==> src/rtl/watchdog_multi.sv <==
// -----------------------------------------------------------------------------
// watchdog_multi
//   Multi-channel windowed watchdog on a simple zero-wait IO bus.
//   NCH independent channels share one prescaled tick ("ctick"). Each channel
//   has a late-timeout limit (ticker reaches timeout) and an optional early
//   window (a kick arriving while ticker < window is a violation). A
//   violation is sticky in trig[n] until the channel is cleared or
//   reprogrammed. trig_any is the OR of all channels.
//
// Parameters
//   NCH   number of channels, 1..16
//   CW    ticker/timeout/window width, 1..16 (read fields zero-extended to 16)
//   PRESC input tick pulses per channel tick, 1..256
//
// Ports
//   clk       in   1        system clock
//   rst       in   1        asynchronous, active-high reset
//   tick      in   1        1-cycle time base pulse
//   stb       in   1        bus strobe
//   we        in   1        1 = write, 0 = read
//   addr      in   AW       AW = clog2(NCH)+1; [0] field select, [AW-1:1] channel
//   data_in   in   32       write data; [31:30] = opcode, [CW-1:0] = value
//   data_out  out  32       read data, combinational; 0 when not reading
//   trig      out  NCH      per-channel sticky violation (early | late)
//   trig_any  out  1        OR of trig
//   ack       out  1        equals stb (zero-wait bus)
//
// Write opcodes (data_in[31:30])
//   00 SETTO  load timeout, restart ticker, clear flags, arm if value != 0
//   01 SETWIN load window, window mode on if value != 0
//   10 KICK   armed only: early violation if inside window, else restart ticker
//   11 CLEAR  clear flags, restart ticker, re-arm if timeout != 0
//
// Read map (channel < NCH, otherwise 0)
//   addr[0]=0 : {ticker, timeout}
//   addr[0]=1 : {window, 12'b0, wmode, enable, early, late}
// -----------------------------------------------------------------------------
module watchdog_multi #(
   parameter int NCH   = 4,
   parameter int CW    = 16,
   parameter int PRESC = 1
) (
   input  logic                  clk,
   input  logic                  rst,
   input  logic                  tick,
   input  logic                  stb,
   input  logic                  we,
   input  logic [$clog2(NCH):0]  addr,
   input  logic [31:0]           data_in,
   output logic [31:0]           data_out,
   output logic [NCH-1:0]        trig,
   output logic                  trig_any,
   output logic                  ack
);

   localparam int AW  = $clog2(NCH) + 1;
   // A single-channel build has no channel field in addr; keep a 1-bit
   // channel index tied to zero so the decode below stays uniform.
   localparam int CHW = (AW > 1) ? AW - 1 : 1;
   localparam int PW  = (PRESC > 1) ? $clog2(PRESC) : 1;

   typedef enum logic [1:0] {
      OP_SETTO  = 2'b00,
      OP_SETWIN = 2'b01,
      OP_KICK   = 2'b10,
      OP_CLEAR  = 2'b11
   } op_e;

   // ---------------------------------------------------------------------
   // Bus decode
   // ---------------------------------------------------------------------
   logic [CHW-1:0] w_ch;
   op_e            w_op;
   logic [CW-1:0]  w_val;
   logic           w_wr;
   logic           w_rd;
   logic           w_ctick;
   logic           w_unused;

   generate
      if (AW > 1) begin : g_ch_field
         assign w_ch = addr[AW-1:1];
      end else begin : g_ch_none
         assign w_ch = '0;
      end
   endgenerate

   assign w_op  = op_e'(data_in[31:30]);
   assign w_val = data_in[CW-1:0];
   assign w_wr  = stb & we;
   assign w_rd  = stb & ~we;
   assign ack   = stb;

   // Payload bits between the value field and the opcode carry no meaning.
   assign w_unused = ^data_in[29:CW];

   // ---------------------------------------------------------------------
   // Prescaler: one channel tick per PRESC input tick pulses
   // ---------------------------------------------------------------------
   logic [PW-1:0] r_pcnt;

   assign w_ctick = tick & (r_pcnt == PW'(PRESC - 1));

   // NOTE: sequential state is assigned with <= so every register samples
   // the pre-edge values of its neighbours, independent of statement order.
   always_ff @(posedge clk or posedge rst) begin
      if (rst) begin
         r_pcnt <= '0;
      end else if (tick) begin
         r_pcnt <= w_ctick ? '0 : r_pcnt + PW'(1);
      end
   end

   // ---------------------------------------------------------------------
   // Channel state
   // ---------------------------------------------------------------------
   logic [CW-1:0]  r_timeout [NCH];
   logic [CW-1:0]  r_window  [NCH];
   logic [CW-1:0]  r_ticker  [NCH];
   logic [NCH-1:0] r_enable;
   logic [NCH-1:0] r_wmode;
   logic [NCH-1:0] r_early;
   logic [NCH-1:0] r_late;

   // NOTE: the per-channel arrays are small flop banks, not RAM, and every
   // entry must come out of reset known, so the reset branch loops over all.
   always_ff @(posedge clk or posedge rst) begin
      if (rst) begin
         for (int c = 0; c < NCH; c++) begin
            r_timeout[c] <= '0;
            r_window[c]  <= '0;
            r_ticker[c]  <= '0;
         end
         r_enable <= '0;
         r_wmode  <= '0;
         r_early  <= '0;
         r_late   <= '0;
      end else begin
         for (int c = 0; c < NCH; c++) begin
            // A bus write to this channel takes precedence over its timeout
            // check and tick increment in the same cycle. Writes addressed
            // beyond NCH-1 match no channel and are dropped here.
            if (w_wr && (w_ch == CHW'(c))) begin
               unique case (w_op)
                  OP_SETTO: begin
                     r_timeout[c] <= w_val;
                     r_ticker[c]  <= '0;
                     r_early[c]   <= 1'b0;
                     r_late[c]    <= 1'b0;
                     r_enable[c]  <= (w_val != '0);
                  end
                  OP_SETWIN: begin
                     r_window[c] <= w_val;
                     r_wmode[c]  <= (w_val != '0);
                  end
                  OP_KICK: begin
                     if (r_enable[c]) begin
                        if (r_wmode[c] && (r_ticker[c] < r_window[c])) begin
                           // Kick too early: freeze ticker so the read-back
                           // shows where in the window it landed.
                           r_early[c]  <= 1'b1;
                           r_enable[c] <= 1'b0;
                        end else begin
                           r_ticker[c] <= '0;
                        end
                     end
                  end
                  OP_CLEAR: begin
                     r_early[c]  <= 1'b0;
                     r_late[c]   <= 1'b0;
                     r_ticker[c] <= '0;
                     r_enable[c] <= (r_timeout[c] != '0);
                  end
               endcase
            end else if (r_enable[c]) begin
               // Equality is checked every cycle, so ticker never exceeds
               // timeout while armed and cannot wrap.
               if (r_ticker[c] == r_timeout[c]) begin
                  r_late[c]   <= 1'b1;
                  r_enable[c] <= 1'b0;
               end else if (w_ctick) begin
                  r_ticker[c] <= r_ticker[c] + CW'(1);
               end
            end
         end
      end
   end

   // ---------------------------------------------------------------------
   // Outputs
   // ---------------------------------------------------------------------
   assign trig     = r_early | r_late;
   assign trig_any = |trig;

   // NOTE: data_out gets a default before any conditional assignment so the
   // combinational read mux can never hold a previous value (no latch).
   always_comb begin
      data_out = '0;
      if (w_rd) begin
         for (int c = 0; c < NCH; c++) begin
            if (w_ch == CHW'(c)) begin
               if (addr[0]) begin
                  data_out = {16'(r_window[c]), 12'b0,
                              r_wmode[c], r_enable[c], r_early[c], r_late[c]};
               end else begin
                  data_out = {16'(r_ticker[c]), 16'(r_timeout[c])};
               end
            end
         end
      end
   end

endmodule

==> config.mk <==
export PLATFORM = sky130hd
export DESIGN_NAME = watchdog_multi
export DESIGN_NICKNAME = d
export VERILOG_FILES = /design/src/rtl/watchdog_multi.sv
export SDC_FILE = /design/constraint.sdc
export NUM_CORES = 1
export LEC_CHECK = 0
export ABC_AREA = 0
export BUFFER_PORTS_ARGS = -buffer_cell sky130_fd_sc_hd__buf_2
export CAP_MARGIN = 20
export CORE_MARGIN = 3
export CORE_UTILIZATION = 35
export CTS_BUF_LIST = sky130_fd_sc_hd__clkbuf_4 sky130_fd_sc_hd__clkbuf_8
export CTS_CLUSTER_SIZE = 30
export DETAILED_ROUTE_END_ITERATION = 10
export PLACE_DENSITY = 0.51
export SYNTH_ARGS = -nofsm -noshare
export SYNTH_HDL_FRONTEND = slang
export SYNTH_SLANG_ARGS = --single-unit
export TNS_END_PERCENT = 5
==> constraint.sdc <==
create_clock -name clk -period 7.9 [get_ports clk]
set_input_delay 0.79 -clock clk [delete_from_list [all_inputs] [get_ports clk]]
set_output_delay 0.79 -clock clk [all_outputs]
set_load 0.005 [all_outputs]
# ---- Yosys cells after proc, flatten, opt, wreduce, memory -nomap -nowiden
# Index checks and enable logic that the tools add are counted.
dict set report word_totals {
  out_inout_bits 38
  input_bits 40
  wordCells 219
  ff_bits 209
}
dict set report classes {
  reduce_logical 50
  muxes 87
  n_lt_le_gt_ge 4
  n_eq_ne 38
  n_bitwise 6
  add_sub_neg 5
}
# op count
set op_table {}
lappend op_table {{$mux W16} 24}
lappend op_table {{$mux W32} 9}
lappend op_table {{$pmux W16 S2} 4}
lappend op_table {{$reduce_bool A16 Y1} 5}
lappend op_table {{$add A16 B1 Y16 const B} 4}
lappend op_table {{$eq A16 B16 Y1} 4}
lappend op_table {{$lt A16 B16 Y1} 4}
lappend op_table {{$mux W1} 42}
lappend op_table {{$ne A2 B2 Y1 const B} 16}
lappend op_table {{$reduce_bool A2 Y1} 13}
lappend op_table {{$reduce_and A6 Y1} 4}
lappend op_table {{$ne A4 B1 Y1 const B} 4}
lappend op_table {{$reduce_and A2 Y1} 8}
lappend op_table {{$reduce_and A4 Y1} 4}
lappend op_table {{$ne A3 B2 Y1 const B} 4}
lappend op_table {{$ne A3 B3 Y1 const B} 4}
lappend op_table {{$pmux W1 S3} 4}
lappend op_table {{$reduce_and A3 Y1} 4}
lappend op_table {{$eq A2 B2 Y1 const B} 4}
lappend op_table {{$logic_and A1 B1 Y1} 8}
lappend op_table {{$pmux W1 S2} 4}
lappend op_table {{$eq A2 B1 Y1 const B} 2}
lappend op_table {{$logic_not A2 Y1} 2}
lappend op_table {{$or A4 B4 Y4} 1}
lappend op_table {{other kinds (5)} 8}

# ---- Longest topological paths before layout
dict set report depth {
  word_depth 6
  ltp_mapped 11
  ltp_nobuf 9
}

# ---- Least setup slack after synthesis
# No wires, ideal clock.
dict set report synth_timing {
  path_type {input -> register}
  from {input data_in[30]}
  to {register r_ticker[55] (netlist name)}
  arrival_ns 3.093
  cell_stages 9
  slack_ns 4.679
  setup_ns 0.128
  required_time_ns 7.772
  n_path_buf 1
  path_cell_list {inv_1 > ha_1 > or2_2 > clkbuf_1 > o22ai_2 > inv_2 > or3_1 > or4_1 > mux2_1}
}
dict set report synth_between {
  elab_chain_len 4
  word_cells_on_any_way 10
  cone_classes {5 x eq/ne; 2 x mux; 3 x reduce/logical}
}
# item line_no
set synth_lines {}
lappend synth_lines {{from (decl)} 49} ;# input logic [31:0] data_in,
lappend synth_lines {{$eq A2 B2 Y1 / $logic_not A2 Y1 (equally long branches)} 144} ;# unique case (w_op)
lappend synth_lines {{$reduce_or A2 Y1 (no line)} -}
lappend synth_lines {{$ne A3 B2 Y1 (no line) / $pmux W16 S2 (equally long branches)} -}
lappend synth_lines {{$reduce_and A6 Y1 (no line) / $mux W16 (equally long branches)} -}
lappend synth_lines {{to (signal, indexed assignment)} 182} ;# r_ticker[c] <= r_ticker[c] + CW'(1);
lappend synth_lines {{to (decl)} 119} ;# logic [CW-1:0] r_ticker [NCH];
# Several ways; a longest one is shown, not always the timed one.
# A chain may end at the register's enable or synchronous reset.

# ---- Worst setup path after layout
dict set report layout_timing {
  from {input addr[2]}
  to {register r_ticker[55] (netlist name)}
}
dict set report layout_between {
  elab_chain_len 4
  word_cells_on_any_way 9
  cone_classes {3 x eq/ne; 1 x mux; 5 x reduce/logical}
}
# item line_no
set layout_lines {}
lappend layout_lines {{from (decl)} 48} ;# input logic [$clog2(NCH):0] addr,
lappend layout_lines {{$logic_not A2 Y1 (*)} 143} ;# if (w_wr && (w_ch == CHW'(c))) begin
lappend layout_lines {{$logic_and A1 B1 Y1 (*)} 143}
lappend layout_lines {{$ne A3 B3 Y1 (no line), or another cell as far along} -}
lappend layout_lines {{$reduce_and A6 Y1 (no line)} -}
# Every way passes the cells marked *; elsewhere a longest branch is shown, timed or not.

==> run metrics <==
status=complete, no violations; reg2reg path depth=8; Die X=201.7 um; Routed Antenna Nets=0; Reg2Reg Capture Point=r_ticker[27]; post-synthesis async set-or-reset flop share=1.000; CP max stage delay=710 ps; I/O pin cnt=78; #FFs+latches synth=209; R2R Setup Slk=3990 ps; initial antenna violation count=2; Post-synth EDFFs=0; Hold Crit Class=input pin to flip-flop; Clock Skew=20.70 ps; die height=201.7 um; share of cells above drive strength 1=0.2394; clock net sink count=209; final setup margin=3955 ps; H-Tree Depth=2; critical path buffer and inverter count=3; first-pass GRT wire length=69,990 um; Hold Fails Final Rpt=0; WHS Endpoint=r_pcnt; CTS tree=yes; worst-margin pin slew=1058 ps; post-synthesis net count=1,427; post-synthesis sequential area ratio=0.3901; worst hold slack=382.5 ps; # Post-CTS Setup Buffers=0; Avg WL per Cell=24.45 um; worst skew pair latency=580 ps; WP depth=9; Initial DRC Count=858; Reg clk slew, reported paths=60 ps; Startpoint Class=input pin; first-pass iteration count of the detailed router=5; Worst EP required=8360 ps; post-DP HPWL=34,050 um; min Tclk post-route=3945 ps; Pwr Density=262.8 mW/mm2; # resized after CTS=0; largest net degree at the start of global routing=138; Core ar.=0.03767 mm2; Post-Route WL=46,610 um; Port Buf Inserts=63; vias per std cell=5.747; Clock Tree Root=clkbuf_8; area growth from synthesis to layout=12.92%; Setup Total Neg Slack=0 ps; Placer Congestion=0.8848; Post-CTS Hold Buffers=0; synthesized cell area=0.01341 mm2; ys flop type=dfrtp_1; vias in the first global route=10,780; final max-slew violation count=0; CTS Buffer Depth=3; f_max=253.5 MHz; RSZ-0062 raised after global routing=false; pre-CTS WS=3423 ps; Ys Warns=0; global route total overflow=0; Max transition margin=0.2874; synthesized area per cell=10.16 um2; die footprint=0.04068 mm2; Max Cap Viol=0; Inserted Diodes=0; # rows=71; CP arrival=4400 ps; WHS Path Cells=2; r2r startpoint=r_ticker[24]; cells after synthesis=1,319; total power=3977 uW; GRT Total Usage=0.2270; CTS buffer count=41; Final nets=1,471; via count=10,950; Starting Density=0.3559; kind of critical path=input pin to flip-flop; slowest library cell on the worst path=nor2_1; hold path start=tick; Netlist cell types=64; final setup vio count=0; crit-path max FO=44; Worst IR Drop VDD=0.1058 mV; Pleak=0.006782 uW; worst path cell trace=buf_2, buf_4, nor2_1, nand3_1, o22ai_2, inv_2, or3_1, or4_1, mux2_1; endpoint class of the critical path=flip-flop; top cell family by delay on the critical path=simple AND/OR/NAND/NOR gates; DRC violations left=0; final cycle utilization of the critical path=0.4994
-- area by class of cell --
class | instances | area (um2)
Sequential cell | 209 | 5230
Tap cell | 511 | 639.4
Fill cell | 3772 | 22530
Multi-Input combinational cell | 955 | 7576
Clock inverter | 12 | 170.2
Inverter | 86 | 330.3
Clock buffer | 63 | 823.3
Timing Repair Buffer | 70 | 367.9
-- flip-flops by register name, indices dropped and copies added, names as in the netlist --
| signal | count |
|---|---|
| r_early | 4 |
| r_pcnt | 1 |
| r_late | 4 |
| r_ticker | 64 |
| r_timeout | 64 |
| r_window | 64 |
| r_wmode | 4 |
| r_enable | 4 |
-- worst max-delay path by stage --
stage,to,startpoint,slack [ps]
finish,r_ticker[55],addr[2],3950
global route,r_ticker[38],addr[1],3750
CTS,r_ticker[46],addr[1],4020
detailed placement,r_ticker[46],addr[1],3420
global placement,r_ticker[55],addr[2],3420
floorplan,r_early[0],rst,1400
-- synth_stat cells (4+ instances only) --
library cell / count / area [um2]
inv_1: 85 / 319.1
nor4b_1: 4 / 35.03
mux2_2: 133 / 1498
nor4_1: 33 / 206.5
a211oi_1: 5 / 37.54
a21oi_1: 50 / 250.2
and2_1: 5 / 31.28
nor3_1: 12 / 60.06
a22oi_1: 7 / 52.55
or4_1: 19 / 142.6
nor2_1: 87 / 326.6
a31oi_1: 11 / 68.82
buf_1: 11 / 41.29
xor2_1: 49 / 429.2
nand2b_1: 11 / 68.82
nand4_1: 32 / 200.2
dfrtp_1: 209 / 5230
buf_2: 5 / 25.02
nand2_1: 81 / 304.0
mux2i_1: 25 / 250.2
ha_1: 68 / 850.8
xnor2_1: 22 / 192.7
o221ai_1: 4 / 35.03
mux4_2: 41 / 923.4
nor2b_1: 20 / 125.1
o21a_1: 6 / 45.04
o22ai_1: 5 / 31.28
nand3_1: 38 / 190.2
or2_2: 7 / 43.79
o21ai_0: 82 / 410.4
a21o_1: 5 / 37.54
o31ai_1: 23 / 172.7
clkbuf_1: 50 / 187.7
and3_1: 20 / 125.1
or3_1: 6 / 37.54
-- metal layers --
| metal | GRT usage | wire [um] | vias up |
|---|---|---|---|
| met5 | 0 | 27 | - |
| met4 | 0.07949 | 1767 | 4 |
| met3 | 0.03851 | 2771 | 107 |
| met2 | 0.3653 | 21800 | 359 |
| met1 | 0.3106 | 20240 | 5537 |
| li1 | - | - | 4946 |
-- layout by cell type, fill, tap and decap left out, types with 25 or more instances in the layout --
| master | count |
|---|---|
| o21ai_0 | 82 |
| mux4_2 | 41 |
| nor2_1 | 87 |
| nand4_1 | 32 |
| nand2_1 | 81 |
| mux2i_1 | 25 |
| buf_2 | 63 |
| nor4_1 | 33 |
| a21oi_1 | 50 |
| mux2_2 | 133 |
| ha_1 | 68 |
| xor2_1 | 49 |
| nand3_1 | 38 |
| dfrtp_1 | 209 |
| inv_1 | 84 |
| clkbuf_8 | 56 |
-- stage by stage --
step / std cells / utilization / instance area (um2)
6_report: 1906 / 0.4019 / 15140
5_1_grt: 1906 / 0.4019 / 15140
4_1_cts: 1906 / 0.4019 / 15140
3_5_place_dp: 1831 / 0.3755 / 14140
3_3_place_gp: 1831 / 0.3755 / 14140
2_1_floorplan: 1319 / - / 13410
-- cell families after synthesis --
group | count (synthesis) | synth area share
AND/OR/NAND/NOR | 385 | 0.1482
AO/OA/AOI/OAI | 231 | 0.1070
flip-flops | 209 | 0.3901
multiplexers | 200 | 0.2001
buffers and inverters | 155 | 0.04471
XOR/XNOR | 71 | 0.04639
adder cells (fa/ha/maj) | 68 | 0.06347
-- worst register-to-register path: cells and delay by family (launching register included) --
family	cells	cell delay [ps]
AO/OA/AOI/OAI	3	1400
AND/OR/NAND/NOR	3	1080
flip-flops	1	570
adder cells (fa/ha/maj)	1	370
multiplexers	1	370
-- power breakdown --
part	internal, uW	switching [uW]	leakage, uW
clock	799	522	0.000520
sequential	1280	390	0.00269
combinational	477	513	0.00357
total	2550	1420	0.00678
Note: power is estimated with default switching activity, not from simulation.
